--- src/rtl/gen_frame_tx.sv ---
// gen_frame_tx: framed serial transmitter.
// Each frame is a sync bit (S=1, I=1), DATA_BITS payload bits MSB first and
// an even-parity bit (optionally inverted), each held for BIT_CYCLES clocks.
// A new word may be accepted in the last cycle of the parity bit, so
// back-to-back frames leave no idle gap on the line.
module gen_frame_tx #(
  parameter int BIT_CYCLES = 10,
  parameter int DATA_BITS  = 8
) (
  input  logic                 clk,
  input  logic                 rst_n,
  input  logic [DATA_BITS-1:0] data_in,
  input  logic                 load,
  input  logic                 inject_err,
  output logic                 ready,
  output logic                 I,
  output logic                 S,
  output logic                 done
);

  localparam int CW = $clog2(BIT_CYCLES);
  localparam int BW = $clog2(DATA_BITS + 1);
  localparam logic [CW-1:0] CYC_LAST = CW'(BIT_CYCLES - 1);
  localparam logic [BW-1:0] BIT_LAST = BW'(DATA_BITS - 1);

  typedef enum logic [1:0] {
    IDLE,
    SYNC,
    DATA,
    PARITY
  } state_t;

  state_t               state_q, state_d;
  logic [CW-1:0]        cyc_q, cyc_d;
  logic [BW-1:0]        bit_q, bit_d;
  logic [DATA_BITS-1:0] shift_q, shift_d;
  logic                 par_q, par_d;
  logic                 i_q, i_d;
  logic                 s_q, s_d;
  logic                 done_q, done_d;
  logic                 period_end;
  logic                 accept;

  // Handshake: ready in IDLE and in the final cycle of the parity bit.
  always_comb begin
    period_end = (cyc_q == CYC_LAST);
    ready      = (state_q == IDLE) || ((state_q == PARITY) && period_end);
    accept     = load && ready;
  end

  // Next-state, counter, shift register and output computation.
  always_comb begin
    state_d = state_q;
    cyc_d   = period_end ? '0 : cyc_q + 1'b1;
    bit_d   = bit_q;
    shift_d = shift_q;
    par_d   = par_q;
    i_d     = i_q;
    s_d     = s_q;
    done_d  = 1'b0;

    case (state_q)
      IDLE: begin
        cyc_d = '0;
        i_d   = 1'b0;
        s_d   = 1'b0;
      end
      SYNC: begin
        if (period_end) begin
          state_d = DATA;
          bit_d   = '0;
          s_d     = 1'b0;
          i_d     = shift_q[DATA_BITS-1];
          shift_d = shift_q << 1;
        end
      end
      DATA: begin
        if (period_end) begin
          if (bit_q == BIT_LAST) begin
            state_d = PARITY;
            i_d     = par_q;
          end else begin
            bit_d   = bit_q + 1'b1;
            i_d     = shift_q[DATA_BITS-1];
            shift_d = shift_q << 1;
          end
        end
      end
      PARITY: begin
        if (period_end) begin
          done_d  = 1'b1;
          state_d = IDLE;
          i_d     = 1'b0;
          s_d     = 1'b0;
        end
      end
      default: begin
        state_d = IDLE;
        cyc_d   = '0;
        i_d     = 1'b0;
        s_d     = 1'b0;
      end
    endcase

    // Accept overrides the case above; it only happens in IDLE or at the
    // parity period end, so done_d from PARITY is kept for back-to-back frames.
    if (accept) begin
      state_d = SYNC;
      cyc_d   = '0;
      bit_d   = '0;
      shift_d = data_in;
      par_d   = (^data_in) ^ inject_err;
      i_d     = 1'b1;
      s_d     = 1'b1;
    end
  end

  // State and output registers with asynchronous active-low reset.
  always_ff @(posedge clk or negedge rst_n) begin
    if (!rst_n) begin
      state_q <= IDLE;
      cyc_q   <= '0;
      bit_q   <= '0;
      shift_q <= '0;
      par_q   <= 1'b0;
      i_q     <= 1'b0;
      s_q     <= 1'b0;
      done_q  <= 1'b0;
    end else begin
      state_q <= state_d;
      cyc_q   <= cyc_d;
      bit_q   <= bit_d;
      shift_q <= shift_d;
      par_q   <= par_d;
      i_q     <= i_d;
      s_q     <= s_d;
      done_q  <= done_d;
    end
  end

  assign I    = i_q;
  assign S    = s_q;
  assign done = done_q;

endmodule

--- config.mk ---
export PLATFORM = sky130hd
export DESIGN_NAME = gen_frame_tx
export DESIGN_NICKNAME = d
export VERILOG_FILES = /design/src/rtl/gen_frame_tx.sv
export SDC_FILE = /design/constraint.sdc
export NUM_CORES = 1
export LEC_CHECK = 0
export CORE_ASPECT_RATIO = 1.25
export CORE_UTILIZATION = 58
export CTS_BUF_LIST = sky130_fd_sc_hd__clkbuf_16
export DETAILED_ROUTE_END_ITERATION = 8
export GPL_TIMING_DRIVEN = 0
export PLACE_DENSITY = 0.83
export SETUP_SLACK_MARGIN = 0.3
export SYNTH_ARGS = -nofsm -noshare
export SYNTH_HDL_FRONTEND = slang
export SYNTH_SLANG_ARGS = --single-unit
--- constraint.sdc ---
create_clock -name clk -period 2.57 [get_ports clk]
set_input_delay 0.6425 -clock clk [delete_from_list [all_inputs] [get_ports clk]]
set_output_delay 0.6425 -clock clk [all_outputs]
set_load 0.05 [all_outputs]
==> flow_summary.ini, run 1 <==
[status]
status = completed

[pwr]
swShare = 0.397
comb_power_share = 0.469
power_density_nw_per_um2 = 1050
leakagePower_uw = 0.000669
p_switching_uw = 679
p_int_uw = 1030
pwr-share-clk = 0.189
seq_power_share = 0.341
finalPower_uw = 1710
peakVddDrop_uv = 939

[yosys]
ys_warn_count = 0
ys_types = 36
ys_ff_latch = 22
synth_top_area_cell = dfrtp_1
synthFlopType = dfrtp_1
synth_edf_count = 0
synthesis.area_um2 = 1320
yosysTopAreaCellShare = 0.419
syn-num-nets = 153
syn_inst = 132
synthTopCellsByArea = dfrtp_1 42%, ha_1 8.6%, mux2i_1 5.3%
ys_seq_area_frac = 0.419
synth-async-reset-ratio = 1.00
avgSynthCellArea_um2 = 9.96

[placement]
place_inst = 177
gp_congestion = 0.763
dp_hpwl_um = 1840
portBuffers = 15

[grt]
grt_pass1_vias = 1079
grt_max_degree = 23
grt_pass1_wl_um = 4660
antenna_found_initial = 0
grt_overflow = 0
grt_usage = 0.251

[clock_network]
clk_latency_ns = 0.25
cts-root-buf = clkbuf_16
cts.sinks = 22
ctsHoldBuffers = 0
clk_pin_slew_ns = 0.05
numCtsBuffers = 3
htreeDepth = 1
cts_tree = yes
cts_buffer_depth = 2

[critical_path]
rr_startpoint = state_q[1]
cp.arrival_ns = 1.59
worst-path-max-fanout = 5
end_kind = output port
path_cells = ha_4 > and4b_2 > or2_2 > buf_6
max_stage_delay_ns = 0.45
criticalPathCategory = reg -> out
cpMaxStageDelayCell = dfrtp_2
required_ns = 1.93
r2r_end = shift_q[1]
rrSetupSlack_ns = 0.49
ff2ff_path_depth = 6
critPathLaunchType = flip-flop

[route]
antenna_left = 0
drt_iter0_drc = 13
drc = 0
wl_per_cell_um = 14.3
wirelength_um = 2610
firstDrtPassIters = 4
via_per_inst = 5.77
dr_total_vias = 1055

[finish]
drive_gt1_frac = 0.170
fin_cells = 183
nets = 176
final_common_cell = dfrtp_1
area_delta_synth_final_pct = 23.3
final_cell_mix = 21 x dfrtp_1, 17 x nand2_1, 14 x clkdlybuf4s50_1
nFillCells = 146
antenna_cells = 0
post-route-util = 0.791

[min_path]
hold_path_class = reg -> reg
min_from = S
holdPathStages = 2
hold_path_end = S

[sta]
slew_violations = 0
setup_tns_ns = 0
worstMarginPinSlew_ns = 0.963
relSlewSlack = 0.356
fin_crit_sh = 0.867
final.min_clock_period_ns = 2.23
finalHoldViolations = 0
setup_viol = 0
grt_setup_unrepaired = no
max_freq_mhz = 449
skew_ns = 0.00110

[die]
core_area_um2 = 2050
io_pins = 16
initial_utilization = 0.642
fp.dieW_um = 44.6
rows = 18
die-area_um2 = 2460
chipHeight_um = 55.2

[run]
drv_cap = 0
==> per-layer routing <==
layer	wire length, um	track usage	vias to the layer above
met5	0	0	-
met4	102	0.121	0
met3	66	0.0196	9
met2	1370	0.433	28
met1	1070	0.305	511
li1	-	-	507
==> worst max path at each step <==
stage / cells after the start / startpoint / slack, ns / endpoint
floorplan: 3 / state_q[0] / 0.67 / ready
global placement: 4 / state_q[0] / 0.06 / ready
detailed placement: 4 / state_q[0] / 0.04 / ready
CTS: 4 / state_q[0] / 0.30 / ready
global route: 4 / state_q[0] / 0.30 / ready
finish: 4 / state_q[1] / 0.34 / ready
==> synthesized netlist by cell type (2+ instances only) <==
library cell	instances
ha_1	9
o21ai_0	11
clkbuf_1	3
xor2_1	2
o21ai_2	6
nand2_1	17
nor2_1	5
a21oi_1	7
xnor2_1	6
nor4_1	2
and2_2	3
inv_1	4
nor3_1	5
nand3b_1	3
mux2i_1	7
dfrtp_1	22
==> flip-flops by register name (all words and copies together), names as in the netlist <==
register,cells
S,1
state_q,2
I,1
cyc_q,4
shift_q,8
par_q,1
bit_q,4
done,1
==> power groups by stage <==
stage / Combinational, uW / Clock, uW / Sequential (uW)
after floorplan: 507 / 0 / 604
after global placement: 698 / 0 / 574
after detailed placement: 728 / 0 / 584
after CTS: 762 / 327 / 574
after global routing: 897 / 336 / 595
final: 802 / 324 / 584
==> worst max-delay path, delay by kind of cell, from the launching register on <==
kind                     cells  cell delay [ns]
flip-flops                   1             0.45
buffers and inverters        1             0.16
AND/OR/NAND/NOR              2             0.53
adder cells (fa/ha/maj)      1             0.19
==> logic make-up (layout without fill, tap and decap cells) <==
family / after synthesis / in the layout / share of synthesized area
DFF: 22 / 22 / 0.419
adders and majority gates: 9 / 9 / 0.0856
AOI/OAI and AO/OA: 32 / 32 / 0.162
xor gates and xnor gates: 9 / 9 / 0.0704
and+or+nand+nor: 44 / 44 / 0.178
buffers and inverters: 8 / 29 / 0.0238
muxes: 8 / 8 / 0.0618
==> per-stage QoR <==
stage	worst slack, ns	hold slack [ns]	instance area, um2
final	0.342	0.492	1620
after global routing	0.300	0.512	1620
after CTS	0.302	0.491	1590
after detailed placement	0.0387	0.479	1500
after global placement	0.0559	0.466	1500
after floorplan	0.667	0.347	1320
==> timing repair <==
item / CTS / global route
resized for setup: 6 / 7
pin swaps: 0 / 0
endpoints found under the setup margin: 1 / 1
setup buffers: 2 / 1
==> cell type report <==
class	instances	area, um2	share of cell area
repair buffers	18	174	0.107
multi-input cells	102	752	0.464
flip-flops and latches	22	552	0.340
well taps	30	37.5	0.0231
clock buffers	3	75.1	0.0463
inverters	4	15.0	0.00926
plain buffers	4	16.3	0.0100
Power figures use the tool's default switching activity.
==> run 2: changes to the inputs <==
--- a/config.mk
+++ b/config.mk
@@ -12,6 +12,7 @@
 export GPL_TIMING_DRIVEN = 0
 export PLACE_DENSITY = 0.83
 export SETUP_SLACK_MARGIN = 0.3
+export SLEW_MARGIN = 20
 export SYNTH_ARGS = -nofsm -noshare
 export SYNTH_HDL_FRONTEND = slang
 export SYNTH_SLANG_ARGS = --single-unit
==> run 2 against run 1 <==
- global-route usage stayed put
- critical path depth stayed put
- die area stayed put
- final cell count stayed put
- clock skew stayed put
- clock power hardly changed
- count of clock-buffer cells in the layout stayed put
- sequential share of layout area is 0.11 points higher
- critical endpoint unchanged
- largest cell class unchanged
==> flow_summary.ini, run 2 (synthesis gave the netlist of run 1 again) <==
[critical_path]
end_kind = output port
critPathLaunchType = flip-flop
required_ns = 1.93
path_cells = ha_4 > and4b_2 > or2_2 > buf_6
path_depth = 4
criticalPathCategory = reg -> out
worst-path-buf-inv = 1
rr_startpoint = state_q[1]
r2r_end = shift_q[1]
ff2ff_path_depth = 6
cp_top_family = simple AND/OR/NAND/NOR gates
cpMaxStageDelayCell = dfrtp_2
worst-path-max-fanout = 5
rrSetupSlack_ns = 0.49
max_stage_delay_ns = 0.45
cp.arrival_ns = 1.59

[finish]
nets = 176
antenna_cells = 0
area_delta_synth_final_pct = 22.9
final_common_cell = dfrtp_1
regMostFlops = shift_q
largest_register_ffs = 8
final_area_um2 = 1620
drive_gt1_frac = 0.176
largest_registers = shift_q: 8 flops, bit_q: 4 flops, cyc_q: 4 flops
final_cell_mix = 21 x dfrtp_1, 17 x nand2_1, 13 x clkdlybuf4s50_1
fin_cells = 183

[grt]
grt_pass1_vias = 1079
grt_pass1_wl_um = 4660
grt_overflow = 0
grt_usage = 0.251
grt_max_degree = 23
antenna_found_initial = 0

[die]
io_pins = 16
rows = 18
core_area_um2 = 2050
fp.dieW_um = 44.6
initial_utilization = 0.642
chipHeight_um = 55.2
die-area_um2 = 2460

[pwr]
swShare = 0.398
p_switching_uw = 679
power_density_nw_per_um2 = 1060
finalPower_uw = 1710
pwr-share-clk = 0.190
leakagePower_uw = 0.000669
seq_power_share = 0.342
comb_power_share = 0.469
peakVddDrop_uv = 939
p_int_uw = 1030

[sta]
fin_crit_sh = 0.867
skew_ns = 0.00110
worstMarginPinSlew_ns = 0.665
max_freq_mhz = 449
setup_viol = 0
relSlewSlack = 0.552
finalHoldViolations = 0
slew_violations = 0
grt_setup_unrepaired = no
setup_tns_ns = 0
final.min_clock_period_ns = 2.23

[placement]
place_area_um2 = 1500
dp_hpwl_um = 1840
place_inst = 177
portBuffers = 15
gp_congestion = 0.763

[min_path]
hold_path_class = in -> async

[route]
drc = 0
via_per_inst = 5.77
antenna_left = 0
dr_total_vias = 1055
drt_iter0_drc = 13
firstDrtPassIters = 4
wl_per_cell_um = 14.3
wirelength_um = 2610

[clock_network]
ctsHoldBuffers = 0
clk_latency_ns = 0.25
cts_buffer_depth = 2
htreeDepth = 1
cts_tree = yes
cts.sinks = 22
clk_pin_slew_ns = 0.05
numCtsBuffers = 3
cts-root-buf = clkbuf_16

[status]
status = completed

[run]
drv_cap = 0
==> run 2: worst max path at each step <==
stage | startpoint | end | slack [ns]
after CTS | state_q[0] | ready | 0.30
after global placement | state_q[0] | ready | 0.06
after global routing | state_q[0] | ready | 0.30
after detailed placement | state_q[0] | ready | 0.04
final | state_q[1] | ready | 0.34
after floorplan | state_q[0] | ready | 0.67
==> run 2: layout make-up <==
class	instances	area [um2]
inverters	4	15.0
fillers	146	433
clock buffers	3	75.1
multi-input cells	102	752
repair buffers	18	169
flip-flops and latches	22	552
plain buffers	4	16.3
well taps	30	37.5
==> run 2: routing by layer <==
layer	GRT usage	routed length, um
met3	0.0196	66
met4	0.121	102
met2	0.433	1370
met1	0.305	1070
met5	0	0
==> run 2: power groups by stage <==
stage / Sequential, uW / Combinational [uW] / Clock (uW)
after floorplan: 604 / 507 / 0
after global placement: 574 / 698 / 0
after detailed placement: 584 / 728 / 0
after CTS: 574 / 762 / 327
after global routing: 595 / 896 / 336
final: 584 / 801 / 324
==> run 2: repair_timing <==
action,in CTS,in global routing
setup buffers,2,1
endpoints found under the setup margin,1,1
resized for setup,6,7
pin swaps,0,0
==> run 2: through the flow <==
stage / hold WS (ns) / setup WS, ns / util
3_5_place_dp: 0.479 / 0.0387 / 0.733
2_1_floorplan: 0.347 / 0.667 / -
3_3_place_gp: 0.466 / 0.0559 / 0.733
6_report: 0.342 / 0.342 / 0.789
4_1_cts: 0.491 / 0.302 / 0.776
5_1_grt: 0.389 / 0.300 / 0.789
